<file path="config.mk">
export PLATFORM = sky130hd
export DESIGN_NAME = ip_sram_sequencer
export DESIGN_NICKNAME = d
export VERILOG_FILES = /design/src/rtl/ip_sram_pkg.sv /design/src/rtl/ip_sram_sequencer.sv
export SDC_FILE = /design/constraint.sdc
export NUM_CORES = 1
export LEC_CHECK = 0
export CORE_AREA = 2 2 86 88
export CTS_BUF_LIST = sky130_fd_sc_hd__clkbuf_4 sky130_fd_sc_hd__clkbuf_8
export DETAILED_ROUTE_END_ITERATION = 8
export DIE_AREA = 0 0 88 90
export MAX_ROUTING_LAYER = met4
export PLACE_DENSITY = 0.82
export SLEW_MARGIN = 10
export SYNTH_ARGS = -nofsm -noshare
export SYNTH_HDL_FRONTEND = slang
export SYNTH_SLANG_ARGS = --single-unit
</file>
<file path="constraint.sdc">
create_clock -name clk -period 4.6 [get_ports clk]
set_input_delay 0.92 -clock clk [delete_from_list [all_inputs] [get_ports clk]]
set_output_delay 0.92 -clock clk [all_outputs]
set_load 0.02 [all_outputs]
</file>
<file path="src/rtl/ip_sram_pkg.sv">
// Shared definitions for the SRAM access sequencer: bus widths, default
// strobe length and the 2-bit state encoding.
package ip_sram_pkg;

  localparam int ADDR_W = 22;
  localparam int DATA_W = 8;
  localparam int CNT_W  = 4;

  // Default access strobe length in clk cycles (legal range 1..15).
  localparam logic [CNT_W-1:0] WAIT_CYCLES_DEFAULT = 4'd3;

  typedef enum logic [1:0] {
    ST_IDLE    = 2'd0,
    ST_READ    = 2'd1,
    ST_WRITE   = 2'd2,
    ST_RECOVER = 2'd3
  } seq_state_t;

endpackage

</file>
<file path="src/rtl/ip_sram_sequencer.sv">
// SRAM access sequencer: turns level rd/wr requests from the mapper RAM
// interface into fixed-length asynchronous SRAM read/write cycles, with a
// one-deep pending slot so a request arriving mid-access is not lost.
//
// state      | meaning
// -----------+-----------------------------------------------------------
// ST_IDLE    | no access; strobes high, data bus released
// ST_READ    | CE/OE low for WAIT_CYCLES clocks, data sampled on last one
// ST_WRITE   | CE/WE low for WAIT_CYCLES clocks, data bus driven
// ST_RECOVER | one clock strobes high; bus still driven after a write
module ip_sram_sequencer
  import ip_sram_pkg::*;
#(
  parameter logic [CNT_W-1:0] WAIT_CYCLES = WAIT_CYCLES_DEFAULT
) (
  input  logic              clk,
  input  logic              n_reset,
  input  logic              rd,
  input  logic              wr,
  output logic              busy,
  input  logic [ADDR_W-1:0] address,
  input  logic [DATA_W-1:0] wdata,
  output logic [DATA_W-1:0] rdata,
  output logic              rdata_en,
  output logic [ADDR_W-1:0] sram_a,
  output logic [DATA_W-1:0] sram_d_o,
  output logic              sram_d_oe,
  input  logic [DATA_W-1:0] sram_d_i,
  output logic              sram_ce_n,
  output logic              sram_oe_n,
  output logic              sram_we_n
);

  seq_state_t        state;
  logic [CNT_W-1:0]  cnt;

  logic              rd_q;
  logic              wr_q;
  logic              rd_rise;
  logic              wr_rise;
  logic              start;

  logic              pend_valid;
  logic              pend_wr;
  logic [ADDR_W-1:0] pend_addr;
  logic [DATA_W-1:0] pend_wdata;

  logic              launch;
  logic              take_pend;
  logic              launch_wr;
  logic [ADDR_W-1:0] launch_addr;
  logic [DATA_W-1:0] launch_wdata;

  // Requests are edges, not levels; a held rd/wr issues only one access.
  // Write wins when both rise together, the read is simply not seen.
  assign rd_rise = rd & ~rd_q;
  assign wr_rise = wr & ~wr_q;
  assign start   = rd_rise | wr_rise;

  assign busy = (state != ST_IDLE) | pend_valid;

  // Edge history; cleared in reset so a level already high at release
  // counts as a fresh request on the first clock.
  always_ff @(posedge clk or negedge n_reset) begin
    if (!n_reset) begin
      rd_q <= 1'b0;
      wr_q <= 1'b0;
    end else begin
      rd_q <= rd;
      wr_q <= wr;
    end
  end

  // Pick what the next access would be: the pending slot has precedence in
  // RECOVER, otherwise a request detected this edge starts directly.
  always_comb begin
    launch       = 1'b0;
    take_pend    = 1'b0;
    launch_wr    = wr_rise;
    launch_addr  = address;
    launch_wdata = wdata;
    case (state)
      ST_IDLE: begin
        launch = start;
      end
      ST_RECOVER: begin
        if (pend_valid) begin
          launch       = 1'b1;
          take_pend    = 1'b1;
          launch_wr    = pend_wr;
          launch_addr  = pend_addr;
          launch_wdata = pend_wdata;
        end else begin
          launch = start;
        end
      end
      default: begin
        launch = 1'b0;
      end
    endcase
  end

  // One-deep pending slot; a request arriving while it is full is dropped.
  always_ff @(posedge clk or negedge n_reset) begin
    if (!n_reset) begin
      pend_valid <= 1'b0;
      pend_wr    <= 1'b0;
      pend_addr  <= '0;
      pend_wdata <= '0;
    end else if (take_pend) begin
      pend_valid <= 1'b0;
    end else if (start && !pend_valid &&
                 (state == ST_READ || state == ST_WRITE)) begin
      pend_valid <= 1'b1;
      pend_wr    <= wr_rise;
      pend_addr  <= address;
      pend_wdata <= wdata;
    end
  end

  // Access FSM with registered SRAM strobes, bus control and read data.
  always_ff @(posedge clk or negedge n_reset) begin
    if (!n_reset) begin
      state     <= ST_IDLE;
      cnt       <= '0;
      sram_a    <= '0;
      sram_d_o  <= '0;
      sram_d_oe <= 1'b0;
      sram_ce_n <= 1'b1;
      sram_oe_n <= 1'b1;
      sram_we_n <= 1'b1;
      rdata     <= '0;
      rdata_en  <= 1'b0;
    end else begin
      rdata_en <= 1'b0;
      case (state)
        ST_IDLE, ST_RECOVER: begin
          if (launch) begin
            state     <= launch_wr ? ST_WRITE : ST_READ;
            cnt       <= WAIT_CYCLES - 4'd1;
            sram_a    <= launch_addr;
            sram_ce_n <= 1'b0;
            sram_oe_n <= launch_wr;
            sram_we_n <= ~launch_wr;
            sram_d_oe <= launch_wr;
            if (launch_wr) begin
              sram_d_o <= launch_wdata;
            end
          end else begin
            // Address and write data keep their last values in idle.
            state     <= ST_IDLE;
            sram_ce_n <= 1'b1;
            sram_oe_n <= 1'b1;
            sram_we_n <= 1'b1;
            sram_d_oe <= 1'b0;
          end
        end
        ST_READ: begin
          if (cnt == '0) begin
            state     <= ST_RECOVER;
            sram_ce_n <= 1'b1;
            sram_oe_n <= 1'b1;
            rdata     <= sram_d_i;
            rdata_en  <= 1'b1;
          end else begin
            cnt <= cnt - 4'd1;
          end
        end
        ST_WRITE: begin
          if (cnt == '0) begin
            // Keep driving the bus one more clock for data hold time.
            state     <= ST_RECOVER;
            sram_ce_n <= 1'b1;
            sram_we_n <= 1'b1;
          end else begin
            cnt <= cnt - 4'd1;
          end
        end
        default: begin
          state <= ST_IDLE;
        end
      endcase
    end
  end

endmodule

</file>
# Yosys cells after proc, flatten, opt, wreduce, memory -nomap -nowiden
# Cells that the tools add are included.
# W data, S select, Z words.
# classes
addsub	1
eq_ne	8
mux	29
bitwise	8
n_reduce_logical	19
# op_table
cell	n
$mux W22	2
$mux W8	2
$mux W1	14
$reduce_and A2 Y1	6
$mux W4	2
$pmux W1 S2	4
$pmux W4 S2	1
$reduce_bool A2 Y1	4
$mux W2	3
$ne A2 B1 Y1 const B	3
$eq A2 B2 Y1 const B	2
$logic_not A4 Y1	1
$ne A2 B2 Y1 const B	2
$not A1 Y1	4
$pmux W2 S2	1
$reduce_or A2 Y1	2
$sub A4 B1 Y4 const B	1
$reduce_and A3 Y1	1
$and A1 B1 Y1	2
$eq A2 B1 Y1 const B	1
$logic_and A1 B1 Y1	2
$logic_not A2 Y1	1
$or A1 B1 Y1	2
$logic_not A1 Y1	1
$logic_or A1 B1 Y1	1
# word_totals
ff_bits	83
inputBits	42
wordCells	81

# Depth between registers and ports, before layout
# Gate-level depths: netlist (run 1).
# depth
ltp_word	7
depth_mapped	8
depth_no_buf	6

# Worst setup path after synthesis (run 1)
# No wires, ideal clock.
# synth_timing
path_type	input to register
startpoint	input port wr
endpoint	register pend_addr[0]
setup_ns	0.125
arrival_time_ns	1.830
required_ns	4.475
path_slack_ns	2.645
path_stages	5
path_buffers	2
path_cell_list	nand2b_4 > a211o_1 > buf_6 > buf_6 > mux2_4
# synth_via
elab_chain_cells	5
# synth_rtl
element	line	text
start, declared	ip_sram_sequencer.sv:19	input logic wr,
$and A1 B1 Y1	ip_sram_sequencer.sv:57	assign wr_rise = wr & ~wr_q;
$or A1 B1 Y1	ip_sram_sequencer.sv:58	assign start = rd_rise | wr_rise;
$logic_and A1 B1 Y1 (2 in series)	ip_sram_sequencer.sv:112	end else if (start && !pend_valid &&
$reduce_and A2 Y1 (no line)	-	
end signal, assigned	ip_sram_sequencer.sv:116	pend_addr <= address;
end, declared	ip_sram_sequencer.sv:45	logic [ADDR_W-1:0] pend_addr;
# Every way passes these cells.
# A chain may end at the register's enable or synchronous reset.

# Final worst setup path (run 1)
# layout_timing
startpoint	register state[0]
endpoint	output port busy
# layout_via
elab_chain_cells	2
# layout_rtl
element	line	text
start, declared	ip_sram_sequencer.sv:34	seq_state_t state;
start signal, assigned	ip_sram_sequencer.sv:139	state <= launch_wr ? ST_WRITE : ST_READ;
$reduce_bool A2 Y1	ip_sram_sequencer.sv:60	assign busy = (state != ST_IDLE) | pend_valid;
$or A1 B1 Y1	ip_sram_sequencer.sv:60	
end, declared	ip_sram_sequencer.sv:20	output logic busy,
# Every way passes these cells.

==> results of run 1 <==
==> layout make-up <==
class / instances / area share [%]
Sequential cell: 83 / 42.6
Multi-Input combinational cell: 174 / 31.6
Timing Repair Buffer: 86 / 17.5
Clock buffer: 12 / 3.13
Tap cell: 99 / 2.54
Clock inverter: 4 / 2.02
Inverter: 7 / 0.538
==> cells in the final DEF (no fill, tap or decap), types with 2 or more instances in the layout <==
cell	netlist	layout
dfstp_2	3	3
ha_1	6	6
mux2_4	36	36
mux2_1	3	3
a22oi_1	2	2
clkdlybuf4s50_1	0	84
inv_1	7	7
nor3_1	4	4
bufinv_16	0	3
mux2_2	15	15
clkbuf_8	0	10
clkbuf_4	0	2
nand2b_1	4	4
nor2_1	30	30
o21ai_0	3	3
nand2_1	5	5
mux2i_1	22	22
dfrtp_1	80	80
a21oi_1	28	28
buf_4	3	2
==> power groups by stage <==
| stage | registers, mW | logic (mW) | clock network (mW) |
|---|---|---|---|
| 5_1_grt | 1.36 | 1.87 | 0.694 |
| 3_3_place_gp | 1.30 | 1.67 | 0 |
| 4_1_cts | 1.31 | 1.73 | 0.662 |
| 2_1_floorplan | 1.50 | 0.964 | 0 |
| 6_report | 1.31 | 1.71 | 0.648 |
| 3_5_place_dp | 1.32 | 1.72 | 0 |
==> metrics by stage <==
stage                     cell area (µm²)  power, mW  worst slack, ns  hold slack (ns)  cells
after global routing                 4880       3.92             1.78            0.529    465
after CTS                            4880       3.70             1.92            0.500    465
final                                4880       3.67             1.93            0.491    465
after floorplan                      3780       2.47             2.64            0.438    279
after detailed placement             4630       3.04             1.71            0.488    449
after global placement               4630       2.97             1.74            0.465    449
==> critical path: cells and delay by family (launching register included) <==
kind          cells  cell delay, ns
simple gates      1            0.08
flops             1            0.38
buf+inv           2            0.70
fa+ha+maj         1            0.24
==> sequential cells by signal, summed over array words and instances (netlist names), 2 cells and up <==
register	cells
cnt	4
state	2
pend_wdata	8
sram_a	22
rdata	8
sram_d_o	8
pend_addr	22
==> path summary, 6_finish.rpt <==
check	slack, ns	to	startpoint
max in group asynchronous	3.22	sram_d_o[5]	n_reset
worst max register to register	2.07	sram_a[19]	state[0]
worst max-delay path	1.93	busy	state[0]
worst min-delay path	0.49	cnt[0]	cnt[0]
worst min register to register	0.49	cnt[0]	cnt[0]
min in group asynchronous	0.74	sram_a[5]	n_reset
==> routing by layer <==
metal,GRT usage [%],up-vias
li1,-,1127
met1,29.2,1189
met5,-,-
met4,8.21,0
met2,30.7,67
met3,3.67,11
==> logic make-up (layout without fill, tap and decap cells) <==
| logic type | Yosys count | in the layout | synth area share, % |
|---|---|---|---|
| compound gates | 41 | 41 | 6.46 |
| simple gates | 51 | 51 | 6.69 |
| mux | 76 | 76 | 25.5 |
| fa+ha+maj | 6 | 6 | 1.99 |
| flops | 83 | 83 | 55.1 |
| buf+inv | 22 | 109 | 4.30 |
==> out/results.txt, run 1 <==
DRC Markers -> 0
Status -> completed
Top post-synthesis cells by area -> dfrtp_1 (53%), mux2_4 (14%), mux2i_1 (5.8%), mux2_2 (4.5%), a21oi_1 (3.7%)
DR vias/cell -> 5.15
Worst-skew pair later-pin latency -> 0.36 ns
Clock sinks -> 83
Fmax -> 374 MHz
Clock skew -> 0.0107 ns
Combinational Power Share -> 46.7%
Critical setup path kind -> reg2out
Post-CTS resize count -> 0
Switching share of power -> 34.7%
MaxCap Viol Count -> 0
Post-synthesis async set-or-reset flop share -> 100%
Critical path capture point type -> output pin
Cell taking the most area after synthesis -> dfrtp_1
Leading cell types by count after synthesis -> dfrtp_1 (80), mux2_4 (36), nor2_1 (30)
Bufs on Longest Clock Path -> 2
Inserted Diodes -> 0
# fillers -> 505
Crit path launch type -> register
Initial Utilization -> 53.8%
Final setup fails -> 0
Cell variety after synth -> 34
Fin util -> 69.6%
Max layer used -> met4
LEAKAGE -> 2.14 nW
CTS buffer count -> 9
IO Pins -> 86
Worst-Margin Slew -> 1.01 ns
Rows -> 31
Crit-path slowest cell -> clkdlybuf4s50_1
EDFF count, synth -> 0
Post-DRT Antenna Nets -> 0
Post-CTS setup buffers -> 0
Multi-input gate area -> 1550 µm²
#FFs+latches synth -> 83
Critical Path Fanout Max -> 3
Vias -> 2,394
Final min period -> 2.67 ns
First-pass iteration count of the detailed router -> 4
Worst Hold Depth -> 1
P_int -> 2.40 mW
Core area -> 7020 µm²
1st-iter DRT viols -> 124
P&R area growth vs syn -> 29.2%
Sequential share of power -> 35.7%
Die Width -> 88 µm
Routability congestion estimate -> 0.761
Fin nets -> 409
Leading register cell type out of synthesis -> dfrtp_1
CTS root buf -> clkbuf_8
IO buf count -> 85
Total GRT Usage -> 21.0%
Die Y -> 90 µm
Die area -> 7920 µm²
Vias in the first global route -> 2,471
Power Density -> 752 nW/µm²
First-pass GRT wire length -> 12.4 mm
Syn avg cell area -> 13.5 µm²
Final Routed Wirelength -> 7.28 mm
Wire per inst -> 15.7 µm
Detailed route wirelength on metal3 -> 285 µm
Relative slew margins -> 32.9%
H-tree depth -> 3
Overflow after GRT -> 0
R2R cell count -> 7
CTS tree -> yes
Setup_tns -> 0 ns
Detailed placement HPWL -> 4.79 mm
Clock transition at path regs -> 0.08 ns
Crit share post-route -> 58.1%
Synth warn -> 0
Largest net degree at the start of global routing -> 84
RSZ-0062 raised after global routing -> false
Crit path arrival time -> 1.75 ns
Post-synth net total -> 327
Worst path cell trace -> inv_1 -> ha_1 -> nand2_1 -> clkdlybuf4s50_1
Critical Path Max Stage Delay -> 0.61 ns
Most common cell in the synthesized netlist -> dfrtp_1
Switching power -> 1.27 mW
Cell Area, Synth -> 3780 µm²
Fraction of layout cells with a size suffix above 1 -> 21.6%
Top cell type's share of synthesized area -> 53.0%
Part of the Yosys area used for sequential elements -> 55.1%
HP Class -> reg2reg
Met2 wire len -> 3.58 mm
Hold Fails Final Rpt -> 0
Cells after Synth -> 279
Worst vdd ir -> 0.000407 V
Initial antenna violation count -> 0
Clock power frac -> 17.6%
M1 WL -> 3.26 mm
Pins Over Slew Limit -> 0
Hold_buf cts -> 0
Register area -> 2080 µm²
CP required -> 3.68 ns
No activity file was read; power rests on OpenSTA's default activity.
==> inputs of run 2 (changes only) <==
--- a/config.mk
+++ b/config.mk
@@ -5,12 +5,12 @@
 export SDC_FILE = /design/constraint.sdc
 export NUM_CORES = 1
 export LEC_CHECK = 0
-export CORE_AREA = 2 2 86 88
+export CORE_AREA = 2 2 93 95
 export CTS_BUF_LIST = sky130_fd_sc_hd__clkbuf_4 sky130_fd_sc_hd__clkbuf_8
 export DETAILED_ROUTE_END_ITERATION = 8
-export DIE_AREA = 0 0 88 90
+export DIE_AREA = 0 0 95 97
 export MAX_ROUTING_LAYER = met4
-export PLACE_DENSITY = 0.82
+export PLACE_DENSITY = 0.74
 export SLEW_MARGIN = 10
 export SYNTH_ARGS = -nofsm -noshare
 export SYNTH_HDL_FRONTEND = slang
==> constraint.sdc (replaced) <==
create_clock -name clk -period 2.27 [get_ports clk]
set_input_delay 0.454 -clock clk [delete_from_list [all_inputs] [get_ports clk]]
set_output_delay 0.454 -clock clk [all_outputs]
set_load 0.02 [all_outputs]
==> run 2 against run 1 <==
Net effect: global-route usage down 3.6 points; critical path depth up 2; sequential share of layout area fell by 0.58 points; highest routed layer unchanged; die area rose by 16%; clock-buffer cell count unchanged; largest cell class unchanged; sequential cell count did not move.
==> out/results.txt, run 2 (synthesis gave the netlist of run 1 again) <==
Status -> completed (unchanged)
Crit share post-route -> 88.0%
Critical Path Fanout Max -> 17 (was 3)
1st-iter DRT viols -> 57 (was 124)
# fillers -> 658 (was 505)
P&R area growth vs syn -> 31.0% (was 29.2%)
Most common cell after layout, fill and taps aside -> clkdlybuf4s50_1 (unchanged)
CP delay by family, top -> adder cells (was buffers and inverters)
Largest net degree at the start of global routing -> 42 (was 84)
Critical path capture point type -> register (was output pin)
DRC Markers -> 0 (unchanged)
Relative slew margins -> 65.0% (was 32.9%)
Clock skew -> 0.00736 ns (was 0.0107 ns)
H-tree depth -> 3 (unchanged)
Initial antenna violation count -> 0 (unchanged)
Worst path cell trace -> inv_1 -> ha_1 -> inv_1 -> a211o_2 -> buf_12 -> mux2_4 (was inv_1 -> ha_1 -> nand2_1 -> clkdlybuf4s50_1)
Fraction of layout cells with a size suffix above 1 -> 23.7% (was 21.6%)
Most frequent cells in the layout -> clkdlybuf4s50_1 (83), dfrtp_1 (80), mux2_4 (36) (was clkdlybuf4s50_1 (84), dfrtp_1 (80), mux2_4 (36))
Inserted Diodes -> 0 (unchanged)
Detailed placement HPWL -> 5.09 mm (was 4.79 mm)
Critical setup path kind -> reg2reg (was reg2out)
Hold_buf cts -> 0 (unchanged)
Biggest regs -> pend_addr: 22 flops, sram_a: 22 flops (unchanged)
Post-CTS resize count -> 0 (unchanged)
Final min period -> 2.00 ns
Die Y -> 97 µm (was 90 µm)
Worst vdd ir -> 0.000705 V (was 0.000407 V)
RSZ-0062 raised after global routing -> false (unchanged)
IO buf count -> 85 (unchanged)
Crit path arrival time -> 2.23 ns (was 1.75 ns)
Vias in the first global route -> 2,590 (was 2,471)
Clock transition at path regs -> 0.08 ns (about the same)
Wire per inst -> 15.0 µm (was 15.7 µm)
RR Endpoint -> pend_addr[9] (was sram_a[19])
Crit path launch type -> register (unchanged)
First-pass GRT wire length -> 12.3 mm (was 12.4 mm)
Crit-path slowest cell -> ha_1 (was clkdlybuf4s50_1)
Core area -> 8130 µm² (was 7020 µm²)
CTS buffer count -> 9 (unchanged)
Vias -> 2,420 (was 2,394)
Worst-skew pair later-pin latency -> 0.35 ns (was 0.36 ns)
Setup_tns -> 0 ns (unchanged)
CTS root buf -> clkbuf_8 (unchanged)
Fmax -> 501 MHz
Final Routed Wirelength -> 7.20 mm (was 7.28 mm)
Final setup fails -> 0 (unchanged)
Initial Utilization -> 46.5% (was 53.8%)
Crit-path most repeated cell -> inv_1
CP required -> 2.50 ns (was 3.68 ns)
Hold Fails Final Rpt -> 0 (unchanged)
Power Density -> 1460 nW/µm² (was 752 nW/µm²)
HP Class -> in2async (was reg2reg)
Critical Path Max Stage Delay -> 0.42 ns (was 0.61 ns)
Hold_ws -> 0.0729 ns (was 0.491 ns)
Met1 Track Usage GR -> 24.5% (was 29.2%)
Worst-Margin Slew -> 0.526 ns (was 1.01 ns)
Bufs on Longest Clock Path -> 2 (unchanged)
CTS tree -> yes (unchanged)
First-pass iteration count of the detailed router -> 4 (unchanged)
Die area -> 9220 µm² (was 7920 µm²)
Fin nets -> 419 (was 409)
Met2 Use GR -> 25.0% (was 30.7%)
Global routing's busiest layer -> met2 (unchanged)
Post-DRT Antenna Nets -> 0 (unchanged)
Post-CTS setup buffers -> 0 (unchanged)
GRT met3 Usage -> 3.12% (was 3.67%)
Worst path bufs/invs -> 3 (was 2)
Worst r2r src -> state[0] (unchanged)
Overflow after GRT -> 0 (unchanged)
Routability congestion estimate -> 0.802 (was 0.761)
DR vias/cell -> 5.03 (was 5.15)
R2R Setup Slk -> 0.27 ns (was 2.07 ns)
Die Width -> 95 µm (was 88 µm)
MaxCap Viol Count -> 0 (unchanged)
LEAKAGE -> 2.18 nW (was 2.14 nW)
R2R cell count -> 6 (was 7)
Clock sinks -> 83 (unchanged)
Pins Over Slew Limit -> 0 (unchanged)
Total GRT Usage -> 17.3% (was 21.0%)
IO Pins -> 86 (unchanged)
Rows -> 33 (was 31)
-- run 2: changes by cell type in the layout (fill, tap and decap cells not counted), moves of 2 or more --
cell,before,now
clkinvlp_4,0,2
bufinv_16,3,0
clkinv_2,0,2
buf_12,0,4
buf_4,2,8
-- run 2: per-layer routing --
layer / wire, µm / up-vias
li1: - / 1152
met1: 3490 / 1187
met2: 3290 / 76
met3: 352 / 5
met4: 59 / 0
met5: 0 / -
-- run 2: per-stage QoR --
step | setup slack [ns] | util (%) | cell area, µm² | power [mW] | std cells
after floorplan | 0.447 | - | 3780 | 5.00 | 279
after global placement | 0.207 | 58.6 | 4760 | 6.19 | 465
after detailed placement | 0.187 | 58.6 | 4760 | 6.30 | 465
after CTS | 0.0441 | 60.8 | 4950 | 7.31 | 481
after global routing | 0.142 | 60.9 | 4950 | 7.73 | 481
final | 0.273 | 60.9 | 4950 | 7.23 | 481
-- run 2: power breakdown --
part	switching (mW)	total, mW	internal, mW
clock network	0.512	0.978	0.466
logic	1.64	3.61	1.97
registers	0.418	2.65	2.23
-- run 2: worst max-delay path by stage --
stage                     startpoint           end  cells past startpoint
after floorplan             state[0]   sram_d_o[0]                      6
after global placement            wr  pend_addr[6]                      5
after detailed placement          wr  pend_addr[4]                      5
after CTS                   state[0]          busy                      4
after global routing        state[0]     sram_a[2]                      7
final                       state[0]  pend_addr[9]                      6
-- run 2: cell type report --
| class | count | area (µm²) | area share (%) |
|---|---|---|---|
| multi-input combinational | 174 | 1550 | 31.2 |
| sequential | 83 | 2080 | 42.0 |
| clock buffer | 12 | 159 | 3.21 |
| tap | 105 | 131 | 2.65 |
| timing repair buffer | 96 | 983 | 19.9 |
| clock inverter | 4 | 25.0 | 0.505 |
| inverter | 7 | 26.3 | 0.531 |
==> inputs of run 3 (changes only) <==
--- a/config.mk
+++ b/config.mk
@@ -10,7 +10,7 @@
 export DETAILED_ROUTE_END_ITERATION = 8
 export DIE_AREA = 0 0 95 97
 export MAX_ROUTING_LAYER = met4
-export PLACE_DENSITY = 0.74
+export PLACE_DENSITY = 0.77
 export SLEW_MARGIN = 10
 export SYNTH_ARGS = -nofsm -noshare
 export SYNTH_HDL_FRONTEND = slang
==> run 3 against run 2 <==
Net effect: global-route usage grew 0.56 points; combinational power down 1%; design area decreased by 0.91%; hold slack got worse by 0.027 ns; power decreased by 1.0%; via count decreased by 0.87%; sequential share of layout area increased by 0.39 points; critical path depth grew 1; clock-buffer cell count unchanged; clock power is 2.7% lower; critical endpoint is now sram_a[11]; largest power group unchanged.
==> out/results.txt, run 3 (synthesis gave the netlist of run 1 again) <==
Status -> completed (unchanged)
DRC Markers -> 0 (unchanged)
Die area -> 9220 µm² (unchanged)
Switching power -> 2.56 mW (was 2.57 mW)
Routability congestion estimate -> 0.740 (was 0.802)
Detailed placement HPWL -> 5.07 mm (was 5.09 mm)
Clock transition at path regs -> 0.08 ns (about the same)
LEAKAGE -> 2.16 nW (was 2.18 nW)
Die Width -> 95 µm (unchanged)
Final Routed Wirelength -> 7.30 mm (was 7.20 mm)
CTS buffer count -> 9 (unchanged)
IO buf count -> 85 (unchanged)
Inserted Diodes -> 0 (unchanged)
Sequential share of power -> 36.9% (was 36.6%)
Clock skew -> 0.0100 ns (was 0.00736 ns)
# fillers -> 669 (was 658)
Pins Over Slew Limit -> 0 (unchanged)
DR vias/cell -> 5.01 (was 5.03)
First-pass GRT wire length -> 12.5 mm (was 12.3 mm)
Most frequent cells in the layout -> clkdlybuf4s50_1 (83), dfrtp_1 (80), mux2_4 (36) (unchanged)
Vias -> 2,399 (was 2,420)
CP required -> 2.54 ns (was 2.50 ns)
Final min period -> 1.96 ns (was 2.00 ns)
First-pass iteration count of the detailed router -> 4 (unchanged)
Crit path launch type -> register (unchanged)
Final setup fails -> 0 (unchanged)
P&R area growth vs syn -> 29.8% (was 31.0%)
Switching share of power -> 35.8% (was 35.5%)
Initial Utilization -> 46.5% (unchanged)
Setup_tns -> 0 ns (unchanged)
Die Y -> 97 µm (unchanged)
H-tree depth -> 3 (unchanged)
Critical setup path kind -> reg2reg (unchanged)
Crit path arrival time -> 2.23 ns (about the same)
CTS root buf -> clkbuf_8 (unchanged)
Bufs on Longest Clock Path -> 2 (unchanged)
Crit share post-route -> 86.3% (was 88.0%)
Fraction of layout cells with a size suffix above 1 -> 23.3% (was 23.7%)
CTS tree -> yes (unchanged)
Initial antenna violation count -> 0 (unchanged)
Worst-skew pair later-pin latency -> 0.35 ns (about the same)
Critical path capture point type -> register (unchanged)
Area after DPL -> 4720 µm² (was 4760 µm²)
R2R Setup Slk -> 0.31 ns (was 0.27 ns)
Fmax -> 510 MHz (was 501 MHz)
1st-iter DRT viols -> 105 (was 57)
Relative slew margins -> 70.2% (was 65.0%)
Hold_buf cts -> 0 (unchanged)
Combinational Power Share -> 49.8% (about the same)
Total power -> 7.16 mW (was 7.23 mW)
MaxCap Viol Count -> 0 (unchanged)
Vias in the first global route -> 2,622 (was 2,590)
Biggest regs -> pend_addr: 22 flops, sram_a: 22 flops (unchanged)
Most common cell after layout, fill and taps aside -> clkdlybuf4s50_1 (unchanged)
Worst vdd ir -> 0.000662 V (was 0.000705 V)
Overflow after GRT -> 0 (unchanged)
Post-CTS setup buffers -> 0 (unchanged)
Fin nets -> 417 (was 419)
Hold Fails Final Rpt -> 0 (unchanged)
Post-DRT Antenna Nets -> 0 (unchanged)
Largest net degree at the start of global routing -> 52 (was 42)
P_int -> 4.59 mW (was 4.66 mW)
Total GRT Usage -> 17.9% (was 17.3%)
Clock sinks -> 83 (unchanged)
Worst-Margin Slew -> 0.445 ns (was 0.526 ns)
HP Class -> in2async (unchanged)
RSZ-0062 raised after global routing -> false (unchanged)
Wire per inst -> 15.2 µm (was 15.0 µm)
Rows -> 33 (unchanged)
Finished Cell Area -> 4910 µm² (was 4950 µm²)
Clock power frac -> 13.3% (was 13.5%)
Critical Path Fanout Max -> 14 (was 17)
Power Density -> 1460 nW/µm² (about the same)
Core area -> 8130 µm² (unchanged)
IO Pins -> 86 (unchanged)
==> run 3: routing by layer <==
metal	routed length (µm)	vias up	part of all wire, %	GRT usage, %
met5	0	-	0	-
met4	106	0	1.5	6.35
met3	365	11	5.0	4.21
met2	3390	61	46	27.1
met1	3440	1180	47	23.6
li1	-	1147	-	-
==> run 3: path summary, 6_finish.rpt <==
check / endpoint / startpoint / cells after the start
min in group clk: cnt[0] / cnt[0] / 1
min: sram_a[7] / n_reset / 1
max reg2reg: sram_a[11] / state[0] / 7
min reg2reg: cnt[0] / cnt[0] / 1
max in group asynchronous: sram_we_n / n_reset / 2
max: sram_a[11] / state[0] / 7
==> run 3: final cells by class <==
type                       instances  area [µm²]  share of cell area, %
multi-input combinational        174        1550                   31.5
clock inverter                     4        26.3                  0.536
sequential                        83        2080                   42.4
timing repair buffer              94         943                   19.2
tap                              105         131                   2.68
inverter                           7        26.3                  0.536
clock buffer                      12         153                   3.11
==> run 3: worst max-delay path, stage by stage, from the launching register on <==
cell and delay [ns]:
dfrtp_1 0.38, inv_1 0.08, ha_1 0.35, o21bai_1 0.25, a31oi_4 0.37, buf_4 0.27
nor2_1 0.05, a21oi_1 0.12
==> run 3: per-stage QoR <==
step                      std cells  setup WS, ns  utilization (%)  hold slack [ns]
after floorplan                 279         0.447                -            0.158
after global placement          463         0.139             58.1            0.423
after detailed placement        463         0.105             58.1            0.432
after CTS                       479        0.0445             60.3           0.0466
after global routing            479         0.103             60.3           0.0598
final                           479         0.310             60.3           0.0454
==> run 3: power groups by stage <==
stage	registers [mW]	clock network (mW)	logic, mW
3_3_place_gp	2.64	0	3.51
3_5_place_dp	2.66	0	3.59
4_1_cts	2.65	0.990	3.61
2_1_floorplan	3.05	0	1.95
6_report	2.64	0.952	3.56
5_1_grt	2.74	1.06	3.88
==> run 3: repair_timing <==
action / in CTS / in global routing
gates resized for setup: 0 / 1
endpoints found under the setup margin: 0 / 1
hold endpoints to repair: 0 / 0
